## src/rtl/cpu_dbg_pkg.sv

```systemverilog
// Shared encodings for the debug-panel execution controller.
package cpu_dbg_pkg;

    localparam int unsigned PC_W_DEF = 32;

    typedef enum logic [1:0] {
        S_IDLE = 2'b00,
        S_RUN  = 2'b01,
        S_STEP = 2'b10,
        S_HALT = 2'b11
    } exec_state_t;

endpackage

```

## src/rtl/cpu_exec_ctrl_sync_edge.sv

```systemverilog
// Two-flop synchroniser for a raw panel input, plus a rising-edge detector
// on the synchronised level.
module sync_edge (
    input  logic clk,
    input  logic rst,
    input  logic d,
    output logic level,
    output logic rise
);

    logic s1, s2, s3;

    always_ff @(posedge clk or negedge rst) begin
        if (!rst) begin
            s1 <= 1'b0;
            s2 <= 1'b0;
            s3 <= 1'b0;
        end else begin
            s1 <= d;
            s2 <= s1;
            s3 <= s2;
        end
    end

    assign level = s2;
    assign rise  = s2 & ~s3;

endmodule

```

## src/rtl/cpu_exec_ctrl.sv

```systemverilog
// Execution sequencer between the debug panel and the CPU: free run, N-cycle
// step, or halt on breakpoint / CPU halt request, with a saturating cycle count.
module cpu_exec_ctrl
    import cpu_dbg_pkg::*;
#(
    parameter int unsigned PC_W  = PC_W_DEF,
    parameter int unsigned CNT_W = 8,
    parameter int unsigned CYC_W = 32
) (
    input  logic             clk,
    input  logic             rst,
    input  logic             run,
    input  logic             step,
    input  logic [CNT_W-1:0] step_num,
    input  logic             bp_en,
    input  logic [PC_W-1:0]  bp_addr,
    input  logic [PC_W-1:0]  pc,
    input  logic             halt_req,
    output logic             cpu_ce,
    output logic [1:0]       state,
    output logic             bp_hit,
    output logic [CYC_W-1:0] cycle_cnt
);

    logic             run_lv, run_re, step_p, step_lvl_unused;
    exec_state_t      state_q, state_d;
    logic [CNT_W-1:0] remaining;
    logic             skip, ce_q;
    logic             bp_match, stop, entry, load_step, set_bp;

    sync_edge u_run_sync (
        .clk   (clk),
        .rst   (rst),
        .d     (run),
        .level (run_lv),
        .rise  (run_re)
    );

    sync_edge u_step_sync (
        .clk   (clk),
        .rst   (rst),
        .d     (step),
        .level (step_lvl_unused),
        .rise  (step_p)
    );

    assign bp_match = bp_en & (pc == bp_addr) & ~skip;
    assign stop     = bp_match | halt_req;
    // The registered enable is masked by the live stop condition so the
    // instruction at a matching PC is never fetched.
    assign cpu_ce   = ce_q & ~stop;
    assign state    = state_q;

    always_comb begin
        state_d   = state_q;
        load_step = 1'b0;
        set_bp    = 1'b0;
        case (state_q)
            S_IDLE, S_HALT: begin
                if (run_re) begin
                    state_d = S_RUN;
                end else if (step_p) begin
                    state_d   = S_STEP;
                    load_step = 1'b1;
                end
            end
            S_RUN: begin
                if (stop) begin
                    state_d = S_HALT;
                    set_bp  = bp_match;
                end else if (!run_lv) begin
                    state_d = S_IDLE;
                end
            end
            S_STEP: begin
                if (stop) begin
                    state_d = S_HALT;
                    set_bp  = bp_match;
                end else if (remaining <= CNT_W'(1)) begin
                    state_d = S_IDLE;
                end
            end
            default: state_d = S_IDLE;
        endcase
    end

    assign entry = ((state_q == S_IDLE) || (state_q == S_HALT)) &&
                   ((state_d == S_RUN)  || (state_d == S_STEP));

    always_ff @(posedge clk or negedge rst) begin
        if (!rst) begin
            state_q   <= S_IDLE;
            ce_q      <= 1'b0;
            skip      <= 1'b0;
            bp_hit    <= 1'b0;
            remaining <= '0;
            cycle_cnt <= '0;
        end else begin
            state_q <= state_d;
            ce_q    <= (state_d == S_RUN) || (state_d == S_STEP);
            skip    <= entry;

            if (set_bp)
                bp_hit <= 1'b1;
            else if (entry && (state_d == S_RUN))
                bp_hit <= 1'b0;

            if (load_step)
                remaining <= (step_num == '0) ? CNT_W'(1) : step_num;
            else if (state_q == S_STEP)
                remaining <= stop ? '0 : remaining - CNT_W'(1);

            if (cpu_ce && (cycle_cnt != '1))
                cycle_cnt <= cycle_cnt + CYC_W'(1);
        end
    end

endmodule

```

## config.mk

```make
export PLATFORM = sky130hd
export DESIGN_NAME = cpu_exec_ctrl
export DESIGN_NICKNAME = d
export VERILOG_FILES = /design/src/rtl/cpu_dbg_pkg.sv /design/src/rtl/cpu_exec_ctrl_sync_edge.sv /design/src/rtl/cpu_exec_ctrl.sv
export SDC_FILE = /design/constraint.sdc
export NUM_CORES = 1
export LEC_CHECK = 0
export ABC_AREA = 1
export CORE_UTILIZATION = 29
export DETAILED_ROUTE_END_ITERATION = 7
export RECOVER_POWER = 50
export SLEW_MARGIN = 25
export SYNTH_ARGS = -nofsm -noshare
export SYNTH_HDL_FRONTEND = slang
export SYNTH_HIERARCHICAL = 1
export SYNTH_SLANG_ARGS = --single-unit
```

## constraint.sdc

```tcl
create_clock -name clk -period 1.9 [get_ports clk]
set_input_delay 0.57 -clock clk [delete_from_list [all_inputs] [get_ports clk]]
set_output_delay 0.57 -clock clk [all_outputs]
set_load 0.02 [all_outputs]
```

Yosys cells after proc, flatten, opt, wreduce, memory -nomap -nowiden
Index checks and enable logic that the tools add are counted.
{"block": "word_totals", "reg_bits": 51, "in_bits": 78, "output_inout_bits": 36, "elab_cells": 61}
{"block": "op_classes", "add_sub_neg": 2, "order_cmp": 1, "n_eq_ne": 7, "n_mux": 18, "bitwise_logic": 10, "reduce_logical": 11}
{"cell": "$add 32x1->32 const B", "count": 1}
{"cell": "$eq 32x32->1", "count": 1}
{"cell": "$mux 8", "count": 4}
{"cell": "$ne 32x32->1 const B", "count": 1}
{"cell": "$mux 2", "count": 6}
{"cell": "$le 8x1->1 const B", "count": 1}
{"cell": "$logic_not 8->1", "count": 1}
{"cell": "$sub 8x1->8 const B", "count": 1}
{"cell": "$mux 1", "count": 7}
{"cell": "$eq 2x2->1 const B", "count": 3}
{"cell": "$pmux 2 s3", "count": 1}
{"cell": "$and 1x1->1", "count": 5}
{"cell": "$eq 2x1->1 const B", "count": 2}
{"cell": "$not 1->1", "count": 4}
{"cell": "$reduce_bool 2->1", "count": 2}
{"cell": "$reduce_or 2->1", "count": 2}
{"cell": "$logic_and 1x1->1", "count": 3}
{"cell": "$logic_not 2->1", "count": 1}
{"cell": "$logic_or 1x1->1", "count": 2}
{"cell": "$or 1x1->1", "count": 1}

Longest topological paths before layout
{"block": "depth", "depth_word": 12, "mapped_depth": 18, "mapped_depth_nobuf": 18}

Cells and area by module
The synthesis kept the hierarchy.
{"module": "cpu_exec_ctrl", "instances": 1, "cells_each": 543, "area_per_inst_um2": 3523.4, "seq_area_each_um2": 1126.1}
{"module": "sync_edge", "instances": 2, "cells_each": 5, "area_per_inst_um2": 85.1, "seq_area_each_um2": 75.1}

Worst setup path after synthesis
No wires, ideal clock.
{"block": "synth_path", "path_type": "register to register", "from": "reg cycle_cnt[1]", "to": "reg cycle_cnt[0]", "setup_time_ns": 0.117, "arrival_time_ns": 1.842, "required_ns": 1.783, "slack_ns": -0.058, "path_stages_with_launch": 13, "path_buffers": 1, "period_less_slack_ns": 1.958, "path_cell_list": "dfrtp_1 > ha_1 > nand3_2 > inv_2 > nand2_2 > nor4_2 > nand4_1 > nand2b_4 > nand2_4 > inv_4 > buf_6 > nand2_1 > nand2_1"}
{"block": "synth_between", "elab_chain_len": 2}
{"item": "start, declared", "line": "cpu_exec_ctrl.sv:22", "text": "output logic [CYC_W-1:0] cycle_cnt"}
{"item": "start signal, assigned", "line": "cpu_exec_ctrl.sv:114", "text": "cycle_cnt <= cycle_cnt + CYC_W'(1);"}
{"item": "$ne 32x32->1", "line": "cpu_exec_ctrl.sv:113", "text": "if (cpu_ce && (cycle_cnt != '1))"}
{"item": "$logic_and 1x1->1", "line": "cpu_exec_ctrl.sv:113"}
Every way passes these cells.
A chain may end at the register's enable or synchronous reset.

Worst setup path after layout
{"block": "layout_path", "from": "in bp_addr[19]", "to": "out cpu_ce"}
{"block": "layout_between", "elab_chain_len": 6}
{"item": "start, declared", "line": "cpu_exec_ctrl.sv:16", "text": "input logic [PC_W-1:0] bp_addr,"}
{"item": "$eq 32x32->1", "line": "cpu_exec_ctrl.sv:47", "text": "assign bp_match = bp_en & (pc == bp_addr) & ~skip;"}
{"item": "$and 1x1->1 (2 in a row)", "line": "cpu_exec_ctrl.sv:47"}
{"item": "$or 1x1->1", "line": "cpu_exec_ctrl.sv:48", "text": "assign stop = bp_match | halt_req;"}
{"item": "$not 1->1", "line": "cpu_exec_ctrl.sv:51", "text": "assign cpu_ce = ce_q & ~stop;"}
{"item": "$and 1x1->1", "line": "cpu_exec_ctrl.sv:51"}
{"item": "end, declared", "line": "cpu_exec_ctrl.sv:19", "text": "output logic cpu_ce,"}
Every way passes these cells.

==> metrics.txt <==
outcome complete, but fails checks; failing checks setup timing; Total Wirelength 11600 um; crit-path leading delay family simple AND/OR/NAND/NOR gates; Setup WS post-layout -0.225 ns; Achievable Freq 0.471 GHz; critical-path cell list dlygate4sd2_1, nand2_1, nand2_1, inv_1, nand4_1, nor2_2, nand3_2, nand2_2, nor2_4, buf_6; VDD IR max 0.443 mV; Max FO, Critical Path 2; H-tree Lvls 2; class of the worst hold path in -> async; Routed Antenna Nets 0; Pre-antenna DRT Iters 4; setup TNS -0.883 ns; DR vias/cell 4.53; share of cells above drive strength 1 0.251; worst skew pair latency 0.29 ns; setup violators final 19; drt drc 0; FF-to-FF path depth 10; most used cell, CP nand2_1; Port Buf Inserts 113; TritonCTS buffer count 5; Starting DRT DRC Count 202; worst clock skew 0.00506 ns; max FFs per register 32; gr usage total 0.169; warnings from Yosys 6; Max stage delay on crit path 0.24 ns; Power Dens Cells 831 nW/um^2; mean routed wirelength per cell 13.2 um; Lkg Pwr 3.05 nW; register area share after synthesis 0.346; Clock Sink Count 51; multi-input logic area 2290 sq um; CP Data Required Time 1.33 ns; FF-to-FF setup slack -0.04 ns; Area Overhead vs Synth 51.1%; critical path class in -> out; clock root cell clkbuf_16; Final GP Congestion 0.933; Filler Cells Inserted 1307; Final Hold Fails 0; die area 13200 sq um; Clock Path Buffers 2; initial antenna violation count 1; largest net degree at the start of global routing 29; num ports 114; grt ovf 0; Cells after Synth 553; crit share post-route 1.12; minimum clock period 2.12 ns; reg-to-reg startpoint cycle_cnt[5]; Initial Util 0.302; detailed-route via count 3964; Storage cell area 1280 sq um; CP endpoint kind primary output; synthesized area 3690 sq um; global-route wire length before repair 18100 um; worst-margin pin slew 0.934 ns; critical path's slowest cell dlygate4sd2_1; Slew Viols, Final 0; chip height 115 um; vias in the first global route 3854; Synth Register Bits 51; Max Cap Viol 0; die width 115 um; RSZ-0062 raised after global routing true; Rows 40; WP buf/inv 3; reg2reg end cycle_cnt[17]; # nets final 790; total core area 12200 sq um; pre-CTS WS -1.07 ns; Biggest register cycle_cnt; Critical Path Start Type input pin; CTS tree yes; Crit path arrival time 1.55 ns; clk slew on worst S/H paths 0.07 ns; syn nets 637; Distinct cells, synth 32; slew margin rel. 0.377; Syn Area/Cell 6.68 sq um; Post-DP HPWL 8510 um
==> metrics by stage <==
stage	utilization	instances	cell area, sq um	total power [mW]	hold slack, ns
5_1_grt	0.457	875	5580	4.98	0.211
6_report	0.457	875	5580	4.64	0.184
2_1_floorplan	-	553	3700	2.56	0.274
3_5_place_dp	0.427	854	5220	3.35	0.339
4_1_cts	0.423	865	5160	4.23	0.130
3_3_place_gp	0.427	854	5220	3.31	0.337
==> cell usage after synthesis <==
library cell	count	area [sq um]
inv_1	86	323
buf_6	2	22.5
o22ai_1	1	6.26
nand4_1	7	43.8
a21oi_1	2	10.0
nor3_1	13	65.1
dfrtp_1	51	1280
o211ai_1	1	7.51
nor4_1	12	75.1
or2_2	1	6.26
inv_4	1	6.26
nor3_4	1	16.3
nor4_2	2	25.0
inv_2	1	3.75
xor2_1	22	193
o21ai_0	22	110
nand2_2	2	12.5
nor2_4	2	22.5
xnor2_1	20	175
buf_4	3	22.5
nand2_1	222	833
or2_1	1	6.26
nand3_1	15	75.1
nand2b_4	1	13.8
a31oi_1	1	6.26
o21bai_1	7	52.6
nand2_4	1	11.3
nor2_2	2	12.5
nor2_1	42	158
nand3_2	2	20.0
nand3b_1	1	7.51
ha_1	6	75.1
==> placed cells by master (no fill, tap or decap), types with 3 or more instances in the layout <==
master / instances
nand2_4: 11
nand3_1: 14
nor2_2: 7
nor3_1: 12
o21ai_0: 10
clkdlybuf4s50_1: 13
o21ai_1: 12
buf_4: 23
nand2_1: 187
dfrtp_2: 4
o21bai_1: 7
nor2_1: 37
nand3_2: 3
xor2_1: 22
ha_1: 5
dfrtp_1: 47
inv_2: 11
nand4_1: 7
buf_6: 13
buf_2: 43
dlygate4sd2_1: 33
dlymetal6s2s_1: 4
xnor2_1: 15
xnor2_2: 5
clkdlybuf4s15_1: 7
nand2_2: 26
inv_1: 76
nor4_1: 12
clkbuf_16: 9
==> layer usage <==
metal	GRT usage	wire length (um)
met1	0.211	5080
met2	0.301	5600
met3	0.0422	731
met4	0.0216	152
met5	0	0
==> cell families (layout without fill, tap and decap cells) <==
family	count (synthesis)	after routing	share of synthesized area
AO/OA/AOI/OAI	34	34	0.0522
XOR/XNOR	42	42	0.0996
adder cells (fa/ha/maj)	6	6	0.0203
buffers and inverters	93	245	0.102
flip-flops	51	51	0.346
other	0	1	0
AND/OR/NAND/NOR	327	328	0.380
==> how the worst max path moves through the flow <==
| stage | cells after the start | start | to | slack [ns] |
|---|---|---|---|---|
| global route | 13 | bp_addr[17] | cpu_ce | -0.33 |
| CTS | 10 | pc[8] | cpu_ce | -0.22 |
| floorplan | 7 | pc[19] | cpu_ce | 0.01 |
| detailed placement | 11 | pc[0] | cpu_ce | -1.07 |
| finish | 10 | bp_addr[19] | cpu_ce | -0.22 |
| global placement | 13 | bp_addr[15] | cpu_ce | -1.04 |
==> final cells by class <==
type                            instances  area share
Antenna cell                            1    0.000448
Timing Repair Buffer                  147       0.224
Tap cell                              168      0.0377
Clock buffer                            6      0.0249
Multi-Input combinational cell        410       0.411
Clock inverter                          1    0.000897
Timing Repair inverter                  3     0.00695
Sequential cell                        51       0.230
Inverter                               88      0.0639
==> power by group <==
group	internal, mW	total (mW)	leakage, nW	switching (mW)
Combinational	1.05	2.31	2.30	1.26
Sequential	1.27	1.43	0.672	0.167
Clock	0.515	0.896	0.0727	0.381
==> repair_timing <==
item | 4_1_cts | 5_1_grt
pin swaps | 73 | 35
hold endpoints to repair | 0 | 0
endpoints found under the setup margin | 74 | 42
cloned | 0 | 9
buffers inserted | 4 | 1
hold buffers | 0 | 0
gates resized for setup | 284 | 83
No activity file was read; power rests on OpenSTA's default activity.
